[src/rtl/rr_sched_pkg.sv]
// Shared types and helpers for the round-robin grant scheduler.
// Helpers work on a fixed maximum width; callers zero-extend and truncate.
package rr_sched_pkg;

  localparam int MAX_REQ = 64;
  localparam int IDX_W   = 6;

  typedef enum logic [1:0] {
    IDLE    = 2'd0,
    GRANT   = 2'd1,
    RELEASE = 2'd2
  } state_t;

  function automatic logic [IDX_W-1:0] onehot_to_index(input logic [MAX_REQ-1:0] vec);
    logic [IDX_W-1:0] idx;
    idx = '0;
    for (int i = 0; i < MAX_REQ; i++) begin
      if (vec[i]) idx = idx | IDX_W'(i);
    end
    return idx;
  endfunction

  // Rotate the low n bits of vec up by one position, bit n-1 wrapping to bit 0.
  function automatic logic [MAX_REQ-1:0] rotate_onehot(input logic [MAX_REQ-1:0] vec,
                                                       input int n);
    logic [MAX_REQ-1:0] rot;
    rot = '0;
    for (int i = 0; i < MAX_REQ - 1; i++) begin
      if (i < n - 1) rot[i+1] = vec[i];
    end
    for (int i = 0; i < MAX_REQ; i++) begin
      if (i == n - 1) rot[0] = vec[i];
    end
    return rot;
  endfunction

endpackage

[src/rtl/rr_pick.sv]
// Combinational round-robin pick: first set req at or above the token, wrapping.
// Pure logic, zero latency; pick is all-zero and pick_any low when nothing requests.
module rr_pick #(
  parameter int NUM_REQ = 4
) (
  input  logic [NUM_REQ-1:0] req,
  input  logic [NUM_REQ-1:0] token,
  output logic [NUM_REQ-1:0] pick,
  output logic               pick_any
);

  logic [2*NUM_REQ-1:0] hit;
  int                   base;

  // Search a doubled request window starting at the token position.
  always_comb begin
    base = 0;
    for (int i = 0; i < NUM_REQ; i++) begin
      if (token[i]) base = i;
    end
    hit      = '0;
    pick_any = 1'b0;
    for (int i = 0; i < 2 * NUM_REQ; i++) begin
      if (!pick_any && req[i % NUM_REQ] && (i >= base) && (i < base + NUM_REQ)) begin
        hit[i]   = 1'b1;
        pick_any = 1'b1;
      end
    end
    pick = hit[NUM_REQ-1:0] | hit[2*NUM_REQ-1:NUM_REQ];
  end

endmodule

[src/rtl/rr_grant_scheduler.sv]
// Round-robin owner scheduler with registered one-hot grant, bounded hold and
// one dead cycle between owners; grant appears the edge a request is sampled.
module rr_grant_scheduler
  import rr_sched_pkg::*;
#(
  parameter int NUM_REQ  = 4,
  parameter int MAX_HOLD = 8
) (
  input  logic                       clk,
  input  logic                       rst_n,
  input  logic [NUM_REQ-1:0]         req,
  output logic [NUM_REQ-1:0]         gnt,
  output logic                       gnt_valid,
  output logic [$clog2(NUM_REQ)-1:0] gnt_id
);

  localparam int ID_W  = $clog2(NUM_REQ);
  localparam int CNT_W = $clog2(MAX_HOLD + 1);

  state_t             state, state_nxt;
  logic [CNT_W-1:0]   cnt, cnt_nxt;
  logic [NUM_REQ-1:0] token, token_nxt;
  logic [NUM_REQ-1:0] gnt_nxt;
  logic [ID_W-1:0]    gnt_id_nxt;
  logic [NUM_REQ-1:0] pick;
  logic               pick_any;
  logic               owner_req;
  logic               drop_grant;

  rr_pick #(
    .NUM_REQ(NUM_REQ)
  ) u_pick (
    .req     (req),
    .token   (token),
    .pick    (pick),
    .pick_any(pick_any)
  );

  // Dropped request and hold expiry collapse into one release.
  assign owner_req  = |(req & gnt);
  assign drop_grant = (state == GRANT) && (!owner_req || (cnt == CNT_W'(MAX_HOLD)));

  always_ff @(posedge clk or negedge rst_n) begin
    if (!rst_n) begin
      state     <= IDLE;
      cnt       <= '0;
      token     <= NUM_REQ'(1);
      gnt       <= '0;
      gnt_valid <= 1'b0;
      gnt_id    <= '0;
    end else begin
      state     <= state_nxt;
      cnt       <= cnt_nxt;
      token     <= token_nxt;
      gnt       <= gnt_nxt;
      gnt_valid <= |gnt_nxt;
      gnt_id    <= gnt_id_nxt;
    end
  end

  always_comb begin
    state_nxt = state;
    cnt_nxt   = cnt;
    token_nxt = token;
    case (state)
      IDLE, RELEASE: begin
        if (pick_any) begin
          state_nxt = GRANT;
          cnt_nxt   = CNT_W'(1);
        end else begin
          state_nxt = IDLE;
        end
      end
      GRANT: begin
        if (drop_grant) begin
          state_nxt = RELEASE;
          cnt_nxt   = '0;
          // Owner moves to lowest priority: token lands just above it.
          token_nxt = NUM_REQ'(rotate_onehot(MAX_REQ'(gnt), NUM_REQ));
        end else begin
          cnt_nxt = cnt + CNT_W'(1);
        end
      end
      default: begin
        state_nxt = IDLE;
        cnt_nxt   = '0;
      end
    endcase
  end

  always_comb begin
    gnt_nxt    = gnt;
    gnt_id_nxt = gnt_id;
    case (state)
      IDLE, RELEASE: begin
        gnt_nxt    = pick;
        gnt_id_nxt = ID_W'(onehot_to_index(MAX_REQ'(pick)));
      end
      GRANT: begin
        if (drop_grant) begin
          gnt_nxt    = '0;
          gnt_id_nxt = '0;
        end
      end
      default: begin
        gnt_nxt    = '0;
        gnt_id_nxt = '0;
      end
    endcase
  end

endmodule

[config.mk]
export PLATFORM = sky130hd
export DESIGN_NAME = rr_grant_scheduler
export DESIGN_NICKNAME = d
export VERILOG_FILES = /design/src/rtl/rr_sched_pkg.sv /design/src/rtl/rr_pick.sv /design/src/rtl/rr_grant_scheduler.sv
export SDC_FILE = /design/constraint.sdc
export NUM_CORES = 1
export LEC_CHECK = 0
export CAP_MARGIN = 15
export CORE_MARGIN = 8
export CORE_UTILIZATION = 50
export CTS_BUF_LIST = sky130_fd_sc_hd__clkbuf_2 sky130_fd_sc_hd__clkbuf_4 sky130_fd_sc_hd__clkbuf_8
export DETAILED_ROUTE_END_ITERATION = 10
export GPL_ROUTABILITY_DRIVEN = 0
export MAX_ROUTING_LAYER = met4
export PLACE_DENSITY_LB_ADDON = 0.08
export SYNTH_ARGS = -nofsm -noshare
export SYNTH_HDL_FRONTEND = slang
export SYNTH_SLANG_ARGS = --single-unit
[constraint.sdc]
create_clock -name clk -period 2.14 [get_ports clk]
set_clock_uncertainty 0.15 [all_clocks]
set_input_delay 0.428 -clock clk [delete_from_list [all_inputs] [get_ports clk]]
set_output_delay 0.428 -clock clk [all_outputs]
set_load 0.01 [all_outputs]
After elaboration in Yosys (flattened, before gate mapping)
Cells that the tools add are included.

Register bits after elaboration: 17. Input port bits: 6. Word-level logic and storage cells: 100.

Add/subtract/negate cells: 2. $lt $le $gt $ge: 16. Equality and inequality tests: 5. Mux-type cells: 31. Bitwise gates (word level): 2. Reductions and logical operators: 38.

Operators by type and width (count): greater-or-equal comparator 4 x 32 -> 1 bit, first input constant (4); < comparator 4 x 32 -> 1 bit, first input constant (4); greater-or-equal comparator 3 x 32 -> 1 bit, first input constant (2); < comparator 3 x 32 -> 1 bit, first input constant (2); 2-to-1 mux 32 bit (2); adder 32 x 4 -> 32 bit, second input constant (1); greater-or-equal comparator 1 x 32 -> 1 bit, first input constant (1); greater-or-equal comparator 2 x 32 -> 1 bit, first input constant (1); < comparator 1 x 32 -> 1 bit, first input constant (1); < comparator 2 x 32 -> 1 bit, first input constant (1); logical AND 1 bit (24); 2-to-1 mux 1 bit (18); one-hot mux 4 bit (2 select lines) (2); 2-to-1 mux 4 bit (3); logical NOT 1 bit (8); 2-to-1 mux 2 bit (4); one-hot mux 2 bit (2 select lines) (2); OR reduction 4 bit (2); adder 4 x 1 -> 4 bit, second input constant (1); AND 4 bit (1); equality test 4 bit, second input constant (1); != test 2 bit, second input constant (2); OR 4 bit (1); equality test 2 x 1 -> 1 bit, second input constant (1); other kinds (5) (5).

Depth between registers and ports, before layout
Word-level depth: 47. Mapped depth: 7. Mapped depth without buffers: 6.

Hierarchy
Synthesis repeated with hierarchy kept, for this count alone.

Cells, all modules: 74. Area, all modules: 837.1 um2.

Modules (own cells, without submodules): rr_grant_scheduler (instances 1, cells each 59, area an instance 739.5 um2, seq. area each 426.7 um2); rr_pick (instances 1, cells each 15, area an instance 97.6 um2, seq. area each 0.0 um2).

Worst setup path before layout
No wires, ideal clock.

Path type: in2reg. Start point: input req[3]. End point: register gnt_valid. Data arrival time: 1.665 ns. Data required time: 1.852 ns. Setup slack: 0.186 ns. Stages: 4. Path through: a22o_1 > o211a_4 > a32o_2 > or4_1.

Elaborated cells on any way between the ends: 37. Those cells by class: 11 x mux; 2 x bitwise; 24 x reduce/logical.

RTL lines: start, declared (RTL line rr_grant_scheduler.sv:11) `input logic [NUM_REQ-1:0] req,`; logical AND 1 bit (3 in a row) (RTL line rr_pick.sv:24) `if (!pick_any && req[i % NUM_REQ] && (i >= base) && (i < base + NUM_REQ)) begin`; 2-to-1 mux 1 bit (RTL line rr_pick.sv:24); logical NOT 1 bit (RTL line rr_pick.sv:24); logical AND 1 bit (3 in a row) (RTL line rr_pick.sv:24); 2-to-1 mux 1 bit (RTL line rr_pick.sv:24); OR 4 bit (RTL line rr_pick.sv:29) `pick = hit[NUM_REQ-1:0] | hit[2*NUM_REQ-1:NUM_REQ];`; one-hot mux 4 bit (2 select lines) * (RTL line rr_grant_scheduler.sv:94) `case (state)`; net gnt_nxt[0] (RTL line rr_grant_scheduler.sv:23) `logic [NUM_REQ-1:0] gnt_nxt;`; OR reduction 4 bit * (RTL line rr_grant_scheduler.sv:56) `gnt_valid <= |gnt_nxt;`; end signal, assigned (RTL line rr_grant_scheduler.sv:56); end, declared (RTL line rr_grant_scheduler.sv:13) `output logic gnt_valid,`.

The timed path passes the listed nets; every way through them passes the cells marked *. A chain may end at the register's enable or synchronous reset.

Final worst setup path
Start point: register cnt[0]. End point: register state[0].

Cells in the longest elaborated chain, start to end: 4.

RTL lines: start, declared (RTL line rr_grant_scheduler.sv:21) `logic [CNT_W-1:0] cnt, cnt_nxt;`; start signal, assigned (RTL line rr_grant_scheduler.sv:53) `cnt <= cnt_nxt;`; equality test 4 bit (RTL line rr_grant_scheduler.sv:41) `assign drop_grant = (state == GRANT) && (!owner_req || (cnt == CNT_W'(MAX_HOLD)));`; logical OR 1 bit (RTL line rr_grant_scheduler.sv:41); logical AND 1 bit (RTL line rr_grant_scheduler.sv:41); != test 2 bit (no line); end signal, assigned (RTL line rr_grant_scheduler.sv:52) `state <= state_nxt;`; end, declared (RTL line rr_grant_scheduler.sv:20) `state_t state, state_nxt;`.

Every way passes these cells.

==> flow_metrics.py <==
metrics = {
    "pwr": {
        "leakagePower_nw": 0.6236,
        "p_total_mw": 1.447,
        "peakVddDrop_mv": 0.7120,
        "p_per_area_mw_per_mm2": 1197,
    },
    "clock_network": {
        "cts-hold-fix-buffers": 0,
        "clock_latency_ps": 290,
        "clkSinkCount": 16,
        "cts_tree": "done",
        "cts_buffers": 3,
        "clockRootBuffer": "clkbuf_4",
        "ctsHtreeMaxLevel": 1,
        "cts.clk_slew.worst_paths_ps": 100,
        "clockBufferDepth": 2,
    },
    "global_route": {
        "gr-usage-all-layers_pct": 13.92,
        "grt_max_degree": 17,
        "grt_first_pass_wirelength_um": 3581,
        "antenna_found_initial": 0,
        "first_global_vias": 798,
        "overflow": 0,
    },
    "die": {
        "core_area_mm2": 0.001541,
        "initial_utilization_pct": 53.90,
        "die_y_um": 56.76,
        "ioPinCount": 13,
        "die_w_um": 56.76,
        "rows": 14,
        "die_area_mm2": 0.003222,
    },
    "cells_and_area": {
        "antenna_cells": 0,
        "syn2layout_area_growth_pct": 45.48,
        "design_area_mm2": 0.001209,
        "final_core_util_pct": 78.41,
        "multi_input_area_um2": 415.4,
        "final_cells": 132,
        "nets": 125,
        "drive_above_1_share_pct": 36.21,
        "fillerInstances": 112,
        "seqCellArea_um2": 400.4,
    },
    "setup_path": {
        "worstReg2RegEnd": "state[0]",
        "arrival_ps": 2050,
        "worstPathRequired_ps": 2150,
        "rr_startpoint": "cnt[0]",
        "cp-end-kind": "flop",
        "crit_fanout": 3,
        "ff2ff_setup_slack_ps": 100,
        "setup.worst_path.class": "flop to flop",
        "critPathLaunch": "cnt[0]",
        "reg2regPathDepth": 6,
        "crit_path_start_kind": "flop",
    },
    "route": {
        "viasPerCell": 5.894,
        "vias": 778,
        "drc_errors": 0,
        "routed_wirelength_um": 2116,
        "ant_nets": 0,
        "drt_first_pass_iters": 4,
        "drt-initial-drc-count": 33,
        "wl_per_cell_um": 16.03,
    },
    "placement": {
        "portBuffers": 12,
        "dp_cells": 122,
        "dp_hpwl_um": 1595,
        "placed_cell_area_mm2": 0.001110,
    },
    "synth": {
        "ys.flop_type": "dfrtp_1",
        "ys.warnings.count": 0,
        "avgSynthCellArea_um2": 10.93,
        "synth_top_area_share_pct": 48.19,
        "ys_seq_area_share_pct": 48.19,
        "synth_area_leader_cell": "dfrtp_1",
        "synth_edf_count": 0,
        "synth_cells": 76,
        "ys_seq_elements": 16,
        "synthTopCellsByArea": "dfrtp_1 48%, mux2_2 4.1%, ha_1 3.0%",
        "async_flop_share_pct": 100.0,
        "syn_area_um2": 830.8,
        "synth_nets": 84,
        "synth.distinct_cells": 37,
    },
    "timing": {
        "final-setup-viol-count": 0,
        "hold_viol": 0,
        "worst_pin_slew_ps": 354.5,
        "max_freq_mhz": 490.8,
        "drv_slew": 0,
        "max_slew_margin_pct": 75.76,
        "period_minus_slack_ps": 2038,
        "period_share_pct": 95.22,
    },
    "flow_run": {
        "maxCapViolations": 0,
    },
    "status": {
        "status": "finished, final reports clean",
    },
    "worst_hold_path": {
        "hp-class": "input port to asynchronous set/reset pin",
    },
}
[sequential cells by signal (all words and copies together) (netlist names)]
register   cells
gnt            4
token          3
gnt_valid      1
gnt_id         2
cnt            4
state          2
[metal layers]
| layer | routed length (µm) | global-route usage (%) | up-vias |
|---|---|---|---|
| met5 | 0 | - | - |
| met4 | 28 | 6.376 | 0 |
| met3 | 70 | 2.921 | 4 |
| met2 | 1054 | 22.73 | 21 |
| met1 | 962 | 15.91 | 386 |
| li1 | - | - | 367 |
[synthesized netlist by cell type, types with 2 or more instances]
cell type	number
mux2_2	3
nand2_1	3
and2b_1	3
nor2_1	5
ha_1	2
inv_1	5
or3_2	2
o21ai_0	4
or4_1	2
a21oi_1	2
a22o_2	2
a21o_2	2
dfrtp_1	16
o211ai_1	2
[metrics by stage]
step,hold WS [ps],setup TNS [ps],setup slack [ps]
after floorplan,-17.59,0,186.3
after global placement,316.8,-1610,-283.4
after detailed placement,323.2,-1551,-298.2
after CTS,301.8,0,14.30
after global routing,293.1,-8.387,-8.387
final,297.5,0,102.3
[worst max path at each step]
| stage | slack [ps] | cells after the start | to |
|---|---|---|---|
| after floorplan | 190 | 4 | gnt_valid |
| after global placement | -280 | 5 | gnt_valid |
| after detailed placement | -300 | 5 | state[0] |
| after CTS | 10 | 5 | state[0] |
| after global routing | -8 | 4 | gnt_valid |
| final | 100 | 6 | state[0] |
[cells by family (layout without fill, tap and decap cells)]
kind of cell	Yosys count	in the layout	share of synthesized area, %
buffers and inverters	6	46	2.711
xor gates and xnor gates	1	1	1.054
muxes	3	3	4.066
and+or+nand+nor	24	24	17.17
adders and majority gates	2	2	3.012
AOI/OAI and AO/OA	24	24	23.80
DFF	16	16	48.19
[layout by cell type, fill, tap and decap left out, types with 2 or more instances in the layout]
| cell | instances |
|---|---|
| clkbuf_4 | 3 |
| and2b_1 | 3 |
| nor2_1 | 5 |
| a21oi_1 | 2 |
| or3_2 | 2 |
| o21ai_0 | 4 |
| or4_1 | 2 |
| a21o_2 | 2 |
| buf_4 | 25 |
| mux2_2 | 3 |
| o211ai_1 | 2 |
| dlymetal6s2s_1 | 4 |
| dfrtp_1 | 16 |
| inv_1 | 5 |
| clkdlybuf4s50_1 | 8 |
| ha_1 | 2 |
| nand2_1 | 3 |
[power by group]
group          switching, mW  internal, mW  total, mW  leakage (nW)
Combinational          0.296         0.442      0.739         0.393
Sequential             0.100         0.406      0.507         0.209
Clock                 0.0982         0.104      0.202        0.0210
Total                  0.495         0.952       1.45         0.624
[critical path, cell delays in order (launching register included)]
cell	delay [ps]
dfrtp_1	410
inv_1	100
ha_1	170
nand3b_1	150
o211a_4	190
a32o_2	230
or4_1	510
[what timing repair did]
action,in CTS,in global routing
resized for setup,0,5
setup endpoints to repair,0,5
buffers inserted,0,6
[final cells by class]
type	count	area share, %
multi-input combinational	54	34.37
sequential	16	33.13
timing repair buffer	37	26.29
clock buffer	4	3.002
tap	16	1.656
inverter	5	1.553
(Power assumes the default switching activity.)
